==> src/rtl/cgra_inst_sequencer.sv <==
// CGRA instruction sequencer: walks the instruction ROM address range
// [0, Inst_Last_Addr] for a latched number of passes, holds PE_Array_Busy
// through a drain tail that covers ROM latency and PE writeback, then
// raises a sticky Computation_Done until the next accepted Start.
// Optional feature macro: CGRA_CYCLE_CNT_EN adds the 32-bit saturating
// Cycle_Cnt output counting every RUN/DRAIN cycle of the latest run.
module cgra_inst_sequencer #(
  parameter int unsigned INST_AWIDTH  = 10,
  parameter int unsigned ITER_WIDTH   = 16,
  parameter int unsigned DRAIN_CYCLES = 2
) (
  input  logic                   Clk,
  input  logic                   Resetn,
  input  logic                   Start,
  input  logic [INST_AWIDTH-1:0] Inst_Last_Addr,
  input  logic [ITER_WIDTH-1:0]  Iter_Num,
  input  logic                   Stall,
  output logic [INST_AWIDTH-1:0] Inst_Mem_Addr,
  output logic                   PE_Array_Busy,
  output logic                   Computation_Done,
  output logic [ITER_WIDTH-1:0]  Iter_Cnt
`ifdef CGRA_CYCLE_CNT_EN
  ,
  output logic [31:0]            Cycle_Cnt
`endif
);

  localparam int unsigned DCW = $clog2(DRAIN_CYCLES + 1);

  typedef enum logic [1:0] {
    S_IDLE,
    S_RUN,
    S_DRAIN,
    S_DONE
  } state_e;

  state_e                 state_q;
  logic [INST_AWIDTH-1:0] addr_q;
  logic [INST_AWIDTH-1:0] last_q;
  logic [ITER_WIDTH-1:0]  iter_q;
  logic [ITER_WIDTH-1:0]  iters_q;
  logic [ITER_WIDTH-1:0]  iters_d;
  logic [DCW-1:0]         drain_q;
  logic                   busy_q;
  logic                   done_q;

  logic                   accept;
  logic                   addr_at_last;
  logic                   last_pass;
  logic                   drain_end;

  // A pass count of zero runs the program once.
  assign iters_d      = (Iter_Num == '0) ? ITER_WIDTH'(1) : Iter_Num;
  assign accept       = Start && ((state_q == S_IDLE) || (state_q == S_DONE));
  // Compare before incrementing so Last at the top of the address space never wraps.
  assign addr_at_last = (addr_q == last_q);
  assign last_pass    = (iter_q == (iters_q - ITER_WIDTH'(1)));
  assign drain_end    = (drain_q == DCW'(DRAIN_CYCLES - 1));

  // Sequencer FSM; every output is driven straight from a register.
  always_ff @(posedge Clk) begin
    if (!Resetn) begin
      state_q <= S_IDLE;
      addr_q  <= '0;
      last_q  <= '0;
      iter_q  <= '0;
      iters_q <= '0;
      drain_q <= '0;
      busy_q  <= 1'b0;
      done_q  <= 1'b0;
    end else begin
      case (state_q)
        S_IDLE, S_DONE: begin
          if (Start) begin
            last_q  <= Inst_Last_Addr;
            iters_q <= iters_d;
            addr_q  <= '0;
            iter_q  <= '0;
            drain_q <= '0;
            busy_q  <= 1'b1;
            done_q  <= 1'b0;
            state_q <= S_RUN;
          end
        end
        S_RUN: begin
          if (!Stall) begin
            if (!addr_at_last) begin
              addr_q <= addr_q + INST_AWIDTH'(1);
            end else if (!last_pass) begin
              addr_q <= '0;
              iter_q <= iter_q + ITER_WIDTH'(1);
            end else begin
              drain_q <= '0;
              state_q <= S_DRAIN;
            end
          end
        end
        S_DRAIN: begin
          if (!Stall) begin
            if (drain_end) begin
              busy_q  <= 1'b0;
              done_q  <= 1'b1;
              addr_q  <= '0;
              state_q <= S_DONE;
            end else begin
              drain_q <= drain_q + DCW'(1);
            end
          end
        end
        default: state_q <= S_IDLE;
      endcase
    end
  end

  assign Inst_Mem_Addr    = addr_q;
  assign PE_Array_Busy    = busy_q;
  assign Computation_Done = done_q;
  assign Iter_Cnt         = iter_q;

`ifdef CGRA_CYCLE_CNT_EN
  logic [31:0] cyc_q;

  // Run-length counter: cleared on accept, counts stalled cycles too, saturates.
  always_ff @(posedge Clk) begin
    if (!Resetn) begin
      cyc_q <= '0;
    end else if (accept) begin
      cyc_q <= '0;
    end else if (((state_q == S_RUN) || (state_q == S_DRAIN)) && (cyc_q != '1)) begin
      cyc_q <= cyc_q + 32'd1;
    end
  end

  assign Cycle_Cnt = cyc_q;
`endif

endmodule

==> config.mk <==
export PLATFORM = sky130hd
export DESIGN_NAME = cgra_inst_sequencer
export DESIGN_NICKNAME = d
export VERILOG_FILES = /design/src/rtl/cgra_inst_sequencer.sv
export SDC_FILE = /design/constraint.sdc
export NUM_CORES = 1
export LEC_CHECK = 0
export BUFFER_PORTS_ARGS = -buffer_cell sky130_fd_sc_hd__buf_4
export CORE_ASPECT_RATIO = 0.75
export CORE_MARGIN = 2
export CORE_UTILIZATION = 51
export CTS_CLUSTER_SIZE = 20
export DETAILED_ROUTE_END_ITERATION = 7
export PLACE_DENSITY = 0.79
export SYNTH_ARGS = -nofsm -noshare
export SYNTH_HDL_FRONTEND = slang
export SYNTH_SLANG_ARGS = --single-unit
==> constraint.sdc <==
create_clock -name Clk -period 2.9 [get_ports Clk]
set_clock_uncertainty 0.2 [all_clocks]
set_input_delay 0.58 -clock Clk [delete_from_list [all_inputs] [get_ports Clk]]
set_output_delay 0.58 -clock Clk [all_outputs]
set_load 0.005 [all_outputs]
==> results.md <==
- # diodes: 0
- Synth cell types: 49
- #FFs+latches synth: 58
- DR iter-0 viols: 275
- Post-synthesis cell count: 429
- Status: finished, violations left
- Synth Flop Type: dfxtp_1
- Share of layout cells above drive strength 1: 28.5%
- DP Area: 0.00414 mm2
- Worst path bufs/invs: 3
- Synth area leaders: dfxtp_1 (35%), nand2_1 (8.3%), a21oi_1 (7.1%)
- Final setup viols: 11
- Ys Warns: 0
- Mapped Nets: 466
- I/O Pins: 58
- H-Tree Depth: 3
- CP top delay family: simple AND/OR/NAND/NOR gates
- Finished Layout Cells: 614
- Net count, final: 566
- Die area: 0.00721 mm2
- Cells after DPL: 593
- Worst-Skew Late Latency: 0.34 ns
- Comb power frac: 54.7%
- Area leader, netlist: dfxtp_1
- Antenna viol nets, final: 0
- Reg clk slew, reported paths: 0.06 ns
- Routed vias: 3,550
- Finished Cell Area: 0.00447 mm2
- Post-synth ARST share: 0%
- Largest net degree at the start of global routing: 41
- Max FO, Critical Path: 4
- Worst EP arrival: 3.05 ns
- Flop pwr share: 27.4%
- CP max stage cell: or4_4
- Total Wirelength: 9370 um
- Final worst path period need: 3.02 ns
- Fmax: 0.331 GHz
- Routed wire per std cell: 15.3 um
- Setup ws final: -0.122 ns
- Area fraction of the dominant cell type after synthesis: 34.8%
- Worst slew margin: 41.0%
- P_sw: 0.00154 W
- Die Ht: 74.0 um
- Clock power share: 17.9%
- Crit Path Category: reg2reg
- CP Cell Sequence: inv_2, ha_4, buf_4, nor2b_1, or3_1, a31oi_2, nand3_1, buf_4, or4_4, nand3_2, xor2_1, nor2_1
- DP HPWL: 6760 um
- Int Pwr: 0.00215 W
- Net Sw Frac: 41.7%
- Vias in the first global route: 3,143
- Area grow syn2layout: 34.0%
- Post-cts hold buffer count: 0
- Period utilization: 104%
- Hold Path Class: reg2reg
- DR pass1 iterations: 5
- Core footprint: 0.00632 mm2
- Overflow after GRT: 0
- First-pass GRT wire length: 14,800 um
- Clk sink count: 58
- Largest stage delay on the critical path: 0.58 ns
- CTS buffer count: 9
- Final Hold Viols: 0
- Max Cap Violations: 0
- Fin util: 70.7%
- Most frequent cells in the layout: buf_4 (102), nand2_1 (73), dfxtp_1 (57)
- Measured slew at the worst slew-check pin: 0.878 ns
- Initial antenna violation count: 0
- WP data required: 2.92 ns
- Leak Pwr: 1.89 nW
- Largest buffer count on any clock path: 2
- Initial Util: 52.8%
- RD Place Congestion: 0.826
- Startpoint types: register
- Cell Pwr Density: 827 mW/mm2
- Dpl ws: -0.140 ns
- RSZ-0062 raised after global routing: true
- Total GRT Usage: 25.7%
- Crit path capture type: register
- Most used cell, CP: buf_4
- CTS tree: done
- Die width: 97.4 um
- Port Buffers: 57
- # DRC: 0
- Max VDD drop: 0.385 mV
- Synthesized area per cell: 7.78 um2
- Max-slew violations: 0
- Post-Syn Area: 0.00334 mm2
- Commonest non-fill, non-tap cell in the layout: buf_4
- Register area share after synthesis: 34.8%
- Rows: 25
- EDFF count, synth: 0
- Failing checks: negative setup slack
- Clock root cell: clkbuf_8
- Via density per instance: 5.78
- Filler cell count: 513
==> per-stage QoR <==
stage,total power [W],hold slack [ns],setup TNS (ns)
global route,0.00395,0.273,-2.95
detailed placement,0.00284,0.262,-1.14
CTS,0.00358,0.271,-1.46
finish,0.00369,0.272,-0.921
floorplan,0.00216,0.248,-0.483
global placement,0.00279,0.255,-0.660
==> synth_stat cells (9+ instances only) <==
cell type and n:
nor3_1 12, xor2_1 18, nand3_1 13, nand2_1 74, o21ai_0 13, nor2_1 38, clkbuf_1 13, dfxtp_1 58
a21oi_1 47, and3_1 9, inv_1 11, xnor2_1 22, nor4_1 10
==> cell families (layout without fill, tap and decap cells) <==
kind of cell	count (synthesis)	count (layout)	synth area share (%)
and+or+nand+nor	203	203	30.4
xor gates and xnor gates	40	40	10.5
buffers and inverters	26	130	2.93
DFF	58	58	34.8
AOI/OAI and AO/OA	91	91	17.6
muxes	4	4	1.20
adders and majority gates	7	7	2.63
==> final timing paths <==
path,cells past startpoint,to,from,slack [ns]
max,12,Iter_Cnt[2],iters_q[1],-0.12
min,2,last_q[5],last_q[5],0.27
max reg2reg,12,Iter_Cnt[2],iters_q[1],-0.12
min reg2reg,2,last_q[5],last_q[5],0.27
==> what timing repair did <==
item / in CTS / in global routing
pin swaps: 15 / 11
setup endpoints to repair: 17 / 30
gates resized for setup: 8 / 13
setup buffers: 5 / 2
==> cell type report <==
cell class / instances / area (um2) / area share (%)
well taps: 81 / 101 / 2.27
multi-input cells: 345 / 2200 / 49.2
inverters: 11 / 41.3 / 0.924
clock inverters: 3 / 15.0 / 0.336
flip-flops and latches: 58 / 1160 / 26.0
repair buffers: 104 / 797 / 17.8
clock buffers: 12 / 155 / 3.47
==> registers in the layout, summed over array words and instances (netlist names) <==
name	count
state_q	2
iters_q	16
Computation_Done	1
PE_Array_Busy	1
last_q	10
Inst_Mem_Addr	10
Iter_Cnt	16
drain_q	2
==> worst reg2reg max path: stages (launching register included) <==
cell     delay [ns]
dfxtp_1        0.34
inv_2          0.05
ha_4           0.16
buf_4          0.14
nor2b_1        0.14
or3_1          0.36
a31oi_2        0.23
nand3_1        0.14
buf_4          0.18
or4_4          0.58
nand3_2        0.11
xor2_1         0.21
nor2_1         0.08
==> power by group through the flow <==
stage | Sequential (W) | Combinational, W | Clock (W)
CTS | 0.00101 | 0.00190 | 0.000669
detailed placement | 0.00102 | 0.00181 | 0
global route | 0.00103 | 0.00221 | 0.000707
floorplan | 0.00102 | 0.00114 | 0
finish | 0.00101 | 0.00202 | 0.000661
global placement | 0.00102 | 0.00177 | 0
==> per-layer routing <==
metal	wire (um)	GRT usage (%)	vias to the layer above
li1	-	-	1713
met1	4300	36.5	1649
met2	4070	40.0	174
met3	900	5.83	14
met4	103	6.94	0
met5	0	0	-
Power figures use the tool's default switching activity.
